`src/rtl/pipe_pkg.sv`:
```
// Shared encodings for the MEM/WB boundary: write-back source, load size
// and the link-address offset.
package pipe_pkg;

  typedef enum logic [1:0] {
    WB_ALU  = 2'd0,
    WB_DMEM = 2'd1,
    WB_LINK = 2'd2,
    WB_AUX  = 2'd3
  } wb_sel_e;

  typedef enum logic [1:0] {
    LD_B  = 2'd0,
    LD_H  = 2'd1,
    LD_W  = 2'd2,
    LD_W3 = 2'd3
  } ld_size_e;

  // Return address skips the branch delay slot.
  localparam int LINK_OFS = 8;

endpackage

```
`src/rtl/load_align.sv`:
```
// Little-endian byte/half-word extract with zero/sign extension, plus
// detection of half/word loads that straddle their natural alignment.
module load_align
  import pipe_pkg::*;
#(
  parameter int DATA_W = 32
) (
  input  logic [DATA_W-1:0] data,
  input  logic [1:0]        off,
  input  logic [1:0]        size,
  input  logic              is_signed,
  output logic [DATA_W-1:0] result,
  output logic              misalign
);

  logic [7:0]  byte_v;
  logic [15:0] half_v;
  ld_size_e    sz;

  assign sz     = ld_size_e'(size);
  assign byte_v = data[{off, 3'b000} +: 8];
  assign half_v = data[{off[1], 4'b0000} +: 16];

  always_comb begin
    result   = data;
    misalign = 1'b0;
    case (sz)
      LD_B: begin
        result = {{(DATA_W-8){is_signed & byte_v[7]}}, byte_v};
      end
      LD_H: begin
        result   = {{(DATA_W-16){is_signed & half_v[15]}}, half_v};
        misalign = off[0];
      end
      default: begin
        // Size 3 behaves as a full word.
        result   = data;
        misalign = (off != 2'b00);
      end
    endcase
  end

endmodule

```
`src/rtl/pipe_mem_wb.sv`:
```
// MEM/WB pipeline register with write-back source select, sub-word load
// alignment, misaligned-write suppression and a retired-write counter.
module pipe_mem_wb
  import pipe_pkg::*;
#(
  parameter int DATA_W = 32,
  parameter int REG_AW = 5,
  parameter int CNT_W  = 32
) (
  input  logic              clk,
  input  logic              rst,
  input  logic              stall,
  input  logic              flush,
  input  logic              in_valid,
  input  logic [REG_AW-1:0] in_rd_waddr,
  input  logic              in_rd_wena,
  input  logic [1:0]        in_wb_sel,
  input  logic [1:0]        in_ld_size,
  input  logic              in_ld_signed,
  input  logic [DATA_W-1:0] in_alu_result,
  input  logic [DATA_W-1:0] in_dmem_data,
  input  logic [DATA_W-1:0] in_link_pc,
  input  logic [DATA_W-1:0] in_aux_data,
  output logic [REG_AW-1:0] out_rd_waddr,
  output logic              out_rd_wena,
  output logic [DATA_W-1:0] out_rd_wdata,
  output logic              out_misalign,
  output logic [CNT_W-1:0]  out_retired
);

  typedef struct packed {
    logic              valid;
    logic [REG_AW-1:0] rd_waddr;
    logic              rd_wena;
    logic [1:0]        wb_sel;
    logic [1:0]        ld_size;
    logic              ld_signed;
    logic [DATA_W-1:0] alu_result;
    logic [DATA_W-1:0] dmem_data;
    logic [DATA_W-1:0] link_pc;
    logic [DATA_W-1:0] aux_data;
  } mw_t;

  mw_t               mw_d, mw_q;
  logic [CNT_W-1:0]  ret_d, ret_q;
  logic [DATA_W-1:0] ld_data;
  logic              ld_misalign;
  logic              is_dmem;

  always_comb begin
    mw_d = mw_q;
    if (flush) begin
      mw_d = '0;
    end else if (!stall) begin
      mw_d = '{valid:      in_valid,
               rd_waddr:   in_rd_waddr,
               rd_wena:    in_rd_wena,
               wb_sel:     in_wb_sel,
               ld_size:    in_ld_size,
               ld_signed:  in_ld_signed,
               alu_result: in_alu_result,
               dmem_data:  in_dmem_data,
               link_pc:    in_link_pc,
               aux_data:   in_aux_data};
    end
  end

  always_ff @(posedge clk) begin
    if (rst) begin
      mw_q <= '0;
    end else begin
      mw_q <= mw_d;
    end
  end

  load_align #(.DATA_W(DATA_W)) u_load_align (
    .data      (mw_q.dmem_data),
    .off       (mw_q.alu_result[1:0]),
    .size      (mw_q.ld_size),
    .is_signed (mw_q.ld_signed),
    .result    (ld_data),
    .misalign  (ld_misalign)
  );

  assign is_dmem = (wb_sel_e'(mw_q.wb_sel) == WB_DMEM);

  always_comb begin
    out_rd_wdata = mw_q.alu_result;
    case (wb_sel_e'(mw_q.wb_sel))
      WB_ALU:  out_rd_wdata = mw_q.alu_result;
      WB_DMEM: out_rd_wdata = ld_data;
      WB_LINK: out_rd_wdata = mw_q.link_pc + DATA_W'(LINK_OFS);
      WB_AUX:  out_rd_wdata = mw_q.aux_data;
      default: out_rd_wdata = mw_q.alu_result;
    endcase
  end

  assign out_rd_waddr = mw_q.rd_waddr;
  assign out_misalign = mw_q.valid & is_dmem & ld_misalign;
  assign out_rd_wena  = mw_q.valid & mw_q.rd_wena & (mw_q.rd_waddr != '0) & ~out_misalign;

  // A held instruction with wena set is counted on every cycle it is held.
  assign ret_d = ret_q + CNT_W'(out_rd_wena);

  always_ff @(posedge clk) begin
    if (rst) begin
      ret_q <= '0;
    end else begin
      ret_q <= ret_d;
    end
  end

  assign out_retired = ret_q;

endmodule

```
`config.mk`:
```
export PLATFORM = sky130hd
export DESIGN_NAME = pipe_mem_wb
export DESIGN_NICKNAME = d
export VERILOG_FILES = /design/src/rtl/pipe_pkg.sv /design/src/rtl/load_align.sv /design/src/rtl/pipe_mem_wb.sv
export SDC_FILE = /design/constraint.sdc
export NUM_CORES = 1
export LEC_CHECK = 0
export ABC_AREA = 1
export CORE_MARGIN = 8
export CORE_UTILIZATION = 50
export CTS_CLUSTER_DIAMETER = 60
export DETAILED_ROUTE_END_ITERATION = 8
export PLACE_DENSITY_LB_ADDON = 0.3
export SYNTH_ARGS = -nofsm -noshare
export SYNTH_HDL_FRONTEND = slang
export SYNTH_SLANG_ARGS = --single-unit
```
`constraint.sdc`:
```
create_clock -name clk -period 2.9 [get_ports clk]
set_input_delay 0.87 -clock clk [delete_from_list [all_inputs] [get_ports clk]]
set_output_delay 0.87 -clock clk [all_outputs]
set_load 0.05 [all_outputs]
```
==> impl_summary.md <==
Flow run
The number of maximum-capacitance constraint violations is 0.

Timing
Hold is met by roughly 470 ps. The final critical-path share of the clock period is 0.989. The number of max-slew violations in the final report is 0. The number of endpoints with negative hold slack in the final report is 0. Setup repair after global routing could not meet its margin everywhere.

Setup violations remaining at the end of the flow were counted as 0. The setup clock skew after layout is between 10 and 15 ps. The final period demand of the worst path is 2870 ps. The highest clock rate is roughly 350 MHz. The actual transition at the worst max-transition pin is approximately 560 ps.

The normalized max-slew margin is 0.620.

Die
The starting density of the core is 0.505. The number of placement rows is 48. Measured along the x axis, the die boundary spans 148 um. The die is ~150 um tall. The die covers 21,800 sq um. The core region is roughly 17,000 sq um. The number of primary I/O pins is approximately 220.

Setup path
The critical path start-end classification is reg -> out. The sort of element at the start of the critical path is a flop. The data arrival time of the worst path is 2000 ps. The worst setup path is captured at an output port. Along the worst path, the maximum fanout reaches 5.

STA puts the critical path data required time at 2030 ps. The number of cells on the worst reg-to-reg path is 13.

Route
After detailed routing, the number of remaining DRC violations is 0. The number of DRC markers after the initial detailed-route iteration is around 1.1k. The detail route stage leaves a number of antenna-violating nets equal to 0. For this block, the via count after detailed routing is 9,816. In the routed layout, each cell is associated on average with a via count of 5.51. Before antenna repair, the detailed router went through 5 iterations. After detailed routing, the total wire length is approximately 34 mm.

After detailed routing, the average wire length per cell comes to 19.0 um.

Clock tree
TritonCTS built the clock tree. The clock tree synthesis step divided the H-tree into 4 levels. The later pin in the worst-skew pair is clocked with a latency of 440 ps. The clock sink count is 172.

After clock tree synthesis, the clock-pin slew on the worst setup and hold paths is 70 ps. The cell chosen for the clock root is clkbuf_16. Counting along the longest clock path gives a buffer depth of 2. After clock tree synthesis, the flow added hold-fix buffers numbering 0. The clock buffer count from CTS is 17.

Synthesis
Of the post-synthesis cell area, the dominant cell type holds 0.398. The mean cell area of the mapped netlist is around 6.4 sq um. Sorting the synthesized cells by how often they occur yields 516 x nand2_1, 172 x dfxtp_1, 161 x nor2_1, 136 x a21oi_1, 74 x inv_1. Yosys attributes the largest share of cell area to dfxtp_1 40%, nand2_1 22%, a21oi_1 7.9%. After synthesis the cells add up to just under 9000 sq um. Yosys mapped a number of flops with a built-in enable equal to 0.

The synthesized net count is 1,494. The share of async-settable or async-resettable flops after synthesis is 0. Summed over all instances, the cell type with the most area after synthesis is dfxtp_1. The number of library cell types mapped by synthesis is 38. The total of warnings raised by yosys is 0. The number of cells produced by synthesis is between 1k and 1.5k. After synthesis the netlist holds a flip-flop and latch count of 172. For this run, the register share of the synthesized area comes to 0.398. The cell with the most instances after synthesis is nand2_1. The leading register cell type out of synthesis is dfxtp_1.

Global routing
The initial antenna violation count was 0. The via count of the first global-routing pass is just over 9k. Entering global routing, the biggest net connects 81 pins. The total global-route track usage is 0.301. The overflow left after global routing is 0. The global-route wire length before repair is 51.5 mm.

Place
The number of buffers inserted by port buffering is 214. The instance area after placement is 11,200 sq um. The routability congestion estimate from global placement is 1.01. Counting tap cells, the placed design contains a total of around 1.7k instances. After legalization and detailed placement, the total HPWL measured 25.9 mm.

Layout
Excluding fillers, the count of instances in the completed layout stands at 1,781. 0 antenna diodes ended up in the layout. The layout cell share with drive strength beyond 1 is 0.133. The count of fill cells added during filler insertion is roughly 1.5k. The cell area after layout is 12,300 sq um. Compared with the post-synthesis result, the final layout area differs by 42.2%. The number of nets in the layout is about 1.7k.

Run status
The run finished with clean final reports.

Min path
The class of the tightest hold or removal check is reg -> reg. Counting instances, the worst hold path has a depth of 2.

Power
The post-layout total power is 5590 uW. The analysis attributes to cell leakage a power of 0.00450 uW. Power spread over the standard cell area amounts to 455 nW/um^2. The peak supply drop is 0.564 mV.
==> cell families after synthesis <==
group	Yosys count	synth area share
adder cells (fa/ha/maj)	3	0.00434
flip-flops	172	0.398
AND/OR/NAND/NOR	801	0.378
AO/OA/AOI/OAI	215	0.141
buffers and inverters	148	0.0694
XOR/XNOR	8	0.00810
==> worst paths after layout <==
kind	startpoint	to	slack, ps
setup / recovery	mw_q[42]	out_rd_wdata[28]	30
hold reg to reg	mw_q[23]	mw_q[23]	470
hold / removal	mw_q[23]	mw_q[23]	470
setup reg to reg	mw_q[97]	out_retired[20]	330
==> per-layer routing <==
layer | vias up | GRT usage | part of all wire
met4 | 0 | 0.0938 | 0.027
li1 | 4752 | - | -
met5 | - | 0 | 0
met1 | 4542 | 0.410 | 0.43
met3 | 60 | 0.0997 | 0.11
met2 | 462 | 0.442 | 0.44
==> metrics by stage <==
stage	util	TNS [ps]	worst slack (ps)
2_1_floorplan	-	0	25.6
3_3_place_gp	0.656	0	238
3_5_place_dp	0.656	0	184
4_1_cts	0.701	0	3.01
5_1_grt	0.719	-300	-50.2
6_report	0.719	0	33.3
==> area by class of cell <==
class | instances | area [sq um] | area share
multi-input cells | 1029 | 4970 | 0.404
flip-flops and latches | 172 | 3490 | 0.284
repair buffers | 246 | 2670 | 0.217
clock buffers | 17 | 425 | 0.0346
inverters | 77 | 292 | 0.0237
well taps | 225 | 282 | 0.0229
clock inverters | 15 | 175 | 0.0142
==> placed cells by master (no fill, tap or decap), types with 6 or more instances in the layout <==
cell type	n
nand2_1	498
clkdlybuf4s50_1	179
dfxtp_1	152
nor2_1	138
a21oi_1	135
inv_1	70
nand3_1	43
a211oi_1	34
nand4_1	28
buf_4	27
buf_12	24
nor2_2	20
nand2_2	18
clkbuf_16	18
nand3_2	15
buf_6	15
o21ai_0	13
nor3_1	12
nand3b_1	12
dfxtp_2	11
o211ai_1	9
dfxtp_4	9
o21bai_1	8
nor2_4	7
inv_2	6
==> state kept, by name, summed over array words and instances, names as in the netlist <==
register / flops
mw_q: 135
out_retired: 32
out_rd_waddr: 5
==> critical path: stages (launching register included) <==
cell and delay (ps):
dfxtp_4 380, nand2_2 80, nor2_2 170, nand2_2 100, nor2_4 130, buf_6 120
nand2_1 60, nand2_2 90, nand3_4 110, nand4_1 150, buf_6 180
==> power breakdown <==
group | switching [uW] | total [uW] | internal, uW
clock | 1110 | 2350 | 1240
combinational | 410 | 757 | 347
sequential | 60.8 | 2480 | 2420
==> what timing repair did <==
action                     in CTS  in global routing
buffers inserted                1                  1
gates resized for setup        46                 88
gates cloned                    1                  2
pin swaps                       5                 20
setup endpoints to repair      29                 32
(Power assumes the default switching activity.)
